==> src/rtl/tdm_demux14.sv <==
// tdm_demux14 : 1-to-4 time-division demultiplexer.
//
// Collects a serial stream of samples (slot order 0,1,2,3, slot 0 marked by
// sof) and presents each complete frame on y0..y3 together, with a
// one-cycle frame_valid pulse. Slots 0..2 are held in shadow registers so
// that y0..y3 only change when a whole frame has arrived.
//
// Ports:
//   clk         system clock, rising edge
//   rst_n       asynchronous active-low reset
//   din         incoming multiplexed sample (WIDTH bits)
//   din_valid   din carries a sample this cycle
//   sof         start of frame, marks din as slot 0 (ignored without din_valid)
//   y0..y3      channels of the last complete frame
//   frame_valid one-cycle pulse, y0..y3 updated this cycle
//   slot        next expected slot index (0 while hunting)
//   sync_err    one-cycle pulse, a partial frame was aborted by an early sof
module tdm_demux14 #(
  parameter int WIDTH = 1
) (
  input  logic             clk,
  input  logic             rst_n,
  input  logic [WIDTH-1:0] din,
  input  logic             din_valid,
  input  logic             sof,
  output logic [WIDTH-1:0] y0,
  output logic [WIDTH-1:0] y1,
  output logic [WIDTH-1:0] y2,
  output logic [WIDTH-1:0] y3,
  output logic             frame_valid,
  output logic [1:0]       slot,
  output logic             sync_err
);

  typedef enum logic {
    HUNT,
    COLLECT
  } state_t;

  state_t           state;
  logic [WIDTH-1:0] s0;
  logic [WIDTH-1:0] s1;
  logic [WIDTH-1:0] s2;

  always_ff @(posedge clk or negedge rst_n) begin
    if (!rst_n) begin
      state       <= HUNT;
      slot        <= 2'd0;
      s0          <= '0;
      s1          <= '0;
      s2          <= '0;
      y0          <= '0;
      y1          <= '0;
      y2          <= '0;
      y3          <= '0;
      frame_valid <= 1'b0;
      sync_err    <= 1'b0;
    end else begin
      // Pulse outputs are cleared every cycle unless re-asserted below.
      frame_valid <= 1'b0;
      sync_err    <= 1'b0;
      if (din_valid) begin
        unique case (state)
          HUNT: begin
            // Samples without sof are dropped silently until alignment.
            if (sof) begin
              s0    <= din;
              slot  <= 2'd1;
              state <= COLLECT;
            end
          end
          COLLECT: begin
            if (sof) begin
              // Early sof: abandon the partial frame and restart at slot 0.
              sync_err <= 1'b1;
              s0       <= din;
              slot     <= 2'd1;
            end else begin
              unique case (slot)
                2'd1: begin
                  s1   <= din;
                  slot <= 2'd2;
                end
                2'd2: begin
                  s2   <= din;
                  slot <= 2'd3;
                end
                2'd3: begin
                  // Last slot goes straight to y3, bypassing the shadows.
                  y0          <= s0;
                  y1          <= s1;
                  y2          <= s2;
                  y3          <= din;
                  frame_valid <= 1'b1;
                  slot        <= 2'd0;
                  state       <= HUNT;
                end
                default: begin
                  // Slot 0 never occurs mid-frame; realign defensively.
                  slot  <= 2'd0;
                  state <= HUNT;
                end
              endcase
            end
          end
          default: begin
            slot  <= 2'd0;
            state <= HUNT;
          end
        endcase
      end
    end
  end

endmodule

==> config.mk <==
export PLATFORM = sky130hd
export DESIGN_NAME = tdm_demux14
export DESIGN_NICKNAME = d
export VERILOG_FILES = /design/src/rtl/tdm_demux14.sv
export SDC_FILE = /design/constraint.sdc
export NUM_CORES = 1
export LEC_CHECK = 0
export BUFFER_PORTS_ARGS = -buffer_cell sky130_fd_sc_hd__buf_2
export CORE_MARGIN = 5
export CORE_UTILIZATION = 35
export CTS_CLUSTER_SIZE = 16
export DETAILED_ROUTE_END_ITERATION = 7
export GPL_TIMING_DRIVEN = 0
export REMOVE_ABC_BUFFERS = 1
export SLEW_MARGIN = 0
export SYNTH_ARGS = -nofsm -noshare
export SYNTH_HDL_FRONTEND = slang
export SYNTH_SLANG_ARGS = --single-unit
==> constraint.sdc <==
create_clock -name clk -period 2.5 [get_ports clk]
set_input_delay 0 -clock clk [delete_from_list [all_inputs] [get_ports clk]]
set_output_delay 0 -clock clk [all_outputs]
set_load 0.05 [all_outputs]
# Word level (Yosys, flattened, before mapping)
# Index checks and enable logic that the tools add are counted.
dict set report op_classes {
  n_eq_ne 4
  muxes 15
  bitwise 2
  n_reduce_logical 6
}
# operator n
set op_table {}
lappend op_table {{4-bit AND reduction} 3}
lappend op_table {{1-bit 2-to-1 mux} 10}
lappend op_table {{2-bit one-hot mux with 2 select lines} 2}
lappend op_table {{2-bit equality test, second input constant} 2}
lappend op_table {{2-bit 2-to-1 mux} 2}
lappend op_table {{2-bit AND reduction} 2}
lappend op_table {{2-bit by 1-bit equality test with 1-bit output, second input constant} 1}
lappend op_table {{2-bit != test, second input constant} 1}
lappend op_table {{1-bit inverter} 2}
lappend op_table {{1-bit one-hot mux with 2 select lines} 1}
lappend op_table {{2-bit OR reduction} 1}
dict set report word_totals {
  register_bits 12
  in_bits 5
  out_inout_bits 8
  elab_cells 38
}

# Depth between registers and ports, before layout
dict set report logic_depth {
  ltp_word 5
  depth_mapped 4
  depth_no_buf 4
}

# Worst setup path before layout
# Ideal clock, no wire load.
dict set report synth_path {
  kind {reg2reg}
  from {reg slot[1]}
  to {reg y0}
  setup_ns 0.125
  arrival_ns 1.410
  t_required_ns 2.375
  slack_ns 0.965
  stages_incl_launch_ff 4
  path_buffers 0
  period_less_slack_ns 1.535
  cell_sequence {dfrtp_1 -> ha_1 -> nand4b_4 -> mux2_4}
}
dict set report synth_via {
  elab_chain_cells 2
}
# element line_no
set synth_rtl {}
lappend synth_rtl {{start: declaration} 31} ;# output logic [1:0] slot,
lappend synth_rtl {{start signal: assignment} 48} ;# slot <= 2'd0;
lappend synth_rtl {{start signal: assignment} 68} ;# slot <= 2'd1;
lappend synth_rtl {{start signal: assignment} 77} ;# slot <= 2'd1;
lappend synth_rtl {{2-bit equality test} 79} ;# unique case (slot)
lappend synth_rtl {{4-bit AND reduction (no line)} n/a}
lappend synth_rtl {{end signal: assignment} 52} ;# y0 <= '0;
lappend synth_rtl {{end signal: assignment} 90} ;# y0 <= s0;
lappend synth_rtl {{end: declaration} 26} ;# output logic [WIDTH-1:0] y0,
# No other way between the ends.
# A chain may end at the register's enable or synchronous reset.

# Worst setup path after layout
# Same ends and word-level chain as after synthesis.

==> impl_results.md <==
* Run status: complete, no violations
* Post-layout minimum cycle time at roughly 1.3 ns
* Delay-heaviest family, CP: flip-flops
* Post-DP Area at ~630 µm²
* Slew of the pin with the lowest slew margin at about 0.32 ns
* RSZ-0062 raised after global routing: no
* Mapped Area at between 500 and 600 µm²
* Die W at approximately 50 µm
* Seq. cell area at about 300 µm²
* Crit. End Element: flip-flop
* GP Congestion at ~0.75
* End of the worst hold path: y3
* Clk root buf: clkbuf_4
* Sw Ratio at a little over two fifths
* Grt ovf at 0
* Cell variety after synth at 18
* Crit Reg-Reg Startpoint: slot[1]
* Syn_area_per_cell at 14.23 µm²
* Post-CTS resize count at 0
* Setup_tns at 0 ns
* Area Overhead vs Synth at 18.90%
* Reg-to-Reg End: y0
* Critical path's slowest cell: dfrtp_1
* Top_reg_cell synth: dfrtp_1
* Critical Path Max Stage Delay at roughly 0.43 ns
* Vias/cell at between 4 and 5
* Worst skew pair latency at roughly 0.27 ns
* CP arrival at roughly 1.4 ns
* CTS Buf Count at 3
* Fill cells at 150
* Number of antenna diodes at 0
* Yosys top cell area share at 52.75%
* Cell count after synthesis at 40
* Share of layout cells above drive strength 1 at a little over two fifths
* CP cell instances: ha_1 -> nand4b_4 -> mux2_4
* R2R setup slack at between 1 and 1.5 ns
* Switching power summed over all nets at around 0.00035 W
* Most area-hungry cell type in the Yosys netlist: dfrtp_1
* Starting Density at 37.36%
* Hold path cells at 2
* Gate power share at between 40% and 50%
* Leakage power figure at around 0.37 nW
* Fin nets at between 60 and 70
* Routed vias at between 300 and 400
* Critical Path RT at around 2.7 ns
* GRT Util Overall at 8.440%
* H-tree depth at 1
* Num ports at 13
* Slew Limit Fails at 0
* Synth Register Bits at 12
* Routed Antenna Nets at 0
* Most frequent cell after synthesis: dfrtp_1
* Antenna violations before repair at 0
* Clock network power share at a little under a fifth
* Total wire length at around 960 µm
* CTS clk-pin slew, worst paths at approximately 0.08 ns
* Clock sink total at 12
* Initial DRC count at 4
* # rows at 14
* Final worst-path cycle share at between 50% and 60%
* Worst slew margin at 78.46%
* Global-route wire length before repair at about 1600 µm
* Final hold violations at 0
* # DRC at 0
* Post-synth EDFFs at 0
* Top cells by count, synth: dfrtp_1, mux2_4, ha_1, inv_1, mux2_2
* Register area share after synthesis at approximately 53%
* Largest net degree at the start of global routing at 13
* Register share of total power at between 30% and 40%
* WP depth at 3
* Die height at 50.33 µm
* Worst min-delay path startpoint: din
* Post-route cell area at a little under 700 µm²
* Clock Skews at slightly above 0.006 ns
* PwrDens at ~1200 mW/mm²
* R2R depth at 3
* Vias in the first global route at between 300 and 400
* WS Path Type: reg2reg
* Wire length per cell at 13.52 µm
* Startpoint types: flip-flop
* Placed insts at 66
* Maximum fanout along the worst path at 5
* CTS max path bufs at 2
* Port-buffer cells at 12
* Core area at 0.001524 mm²
* Crit path buf inv count at 0
* FFs w/ async S/R, synth at between 90% and 100%
* 1st-pass router iterations at 4
* Hold Crit Class: in2reg
* Peak supply drop at around 0.48 mV
* CTS tree: yes
* Fmax at approximately 800 MHz
* Max-cap viol count at 0
* Multi-input logic area at around 240 µm²
* Dominant cells by area after synthesis: dfrtp_1, mux2_4, ha_1
* Final setup fails at 0
* Synth warn at 0
* Cell Int Power at 0.0004694 W
* Die Area at about 0.0025 mm²
* Fin cells at 71
==> through the flow <==
stage                     util (%)  hold WS, ns  setup slack (ns)   power, W
after global placement       41.38      -0.1070             1.252  0.0006653
after floorplan                  -      -0.2956            0.9640  0.0005856
after global routing         44.42     0.003024             1.160  0.0008674
after detailed placement     41.38      -0.1102             1.238  0.0006712
final                        44.42      0.02046             1.244  0.0008164
after CTS                    44.42      0.01445             1.233  0.0008244
==> power groups by stage <==
stage | Sequential [W] | Clock (W) | Combinational (W)
after global routing | 0.000333 | 0.000167 | 0.000367
after detailed placement | 0.000324 | 0 | 0.000347
after CTS | 0.000321 | 0.000155 | 0.000348
after floorplan | 0.000465 | 0 | 0.000121
after global placement | 0.000323 | 0 | 0.000342
final | 0.000321 | 0.000153 | 0.000343
==> cells by family (layout without fill, tap and decap cells) <==
group | count (synthesis) | after routing | synth area share, %
AOI/OAI and AO/OA | 4 | 4 | 5.495
adders and majority gates | 3 | 3 | 6.594
buffers and inverters | 5 | 20 | 5.275
DFF | 12 | 12 | 52.75
muxes | 7 | 7 | 16.48
and+or+nand+nor | 9 | 9 | 13.41
==> worst register-to-register path, delay by kind of cell (launching register included) <==
family,cells,cell delay [ns]
simple gates,1,0.17
mux,1,0.33
flops,1,0.43
fa+ha+maj,1,0.22
==> sequential cells by signal (all words and copies together) (netlist names) <==
register	cells
sync_err	1
s2	1
state	1
y2	1
y3	1
frame_valid	1
s1	1
s0	1
y1	1
slot	2
y0	1
==> timing repair <==
action	in CTS	in global routing
setup buffers	0	0
hold buffers	1	0
hold endpoints to repair	12	0
==> layer usage <==
layer / up-vias / track usage (%) / part of all wire (%)
met5: - / 0 / 0
met4: 0 / 6.383 / 1.3
met3: 2 / 2.663 / 6.3
met2: 7 / 11.09 / 43
met1: 157 / 11.31 / 49
li1: 172 / - / -
==> worst max-delay path by stage <==
stage / slack (ns) / end / start
after floorplan: 0.96 / y0 / slot[1]
after global placement: 1.25 / y0 / slot[1]
after detailed placement: 1.24 / y0 / slot[1]
after CTS: 1.23 / y0 / slot[1]
after global routing: 1.16 / y2 / slot[1]
final: 1.24 / y0 / slot[1]
==> cell usage in the layout (no fill, tap or decap) <==
cell,n
nand2_1,2
inv_1,3
nor2_1,1
dlygate4sd3_1,1
o21ai_0,1
dfrtp_1,12
nand4b_1,2
mux2_4,4
buf_2,12
nand4b_4,1
ha_1,3
clkbuf_8,1
nand4bb_1,1
a32oi_1,1
a22o_1,1
and3_1,1
clkbuf_4,3
nand2b_1,1
mux2_2,3
o311ai_0,1
==> cell type report <==
cell class | instances | area share [%]
Clock buffer | 4 | 5.360
Inverter | 3 | 1.664
Multi-Input combinational cell | 23 | 35.30
Sequential cell | 12 | 44.36
Tap cell | 16 | 2.957
Timing Repair Buffer | 13 | 10.35
Power figures use the tool's default switching activity.
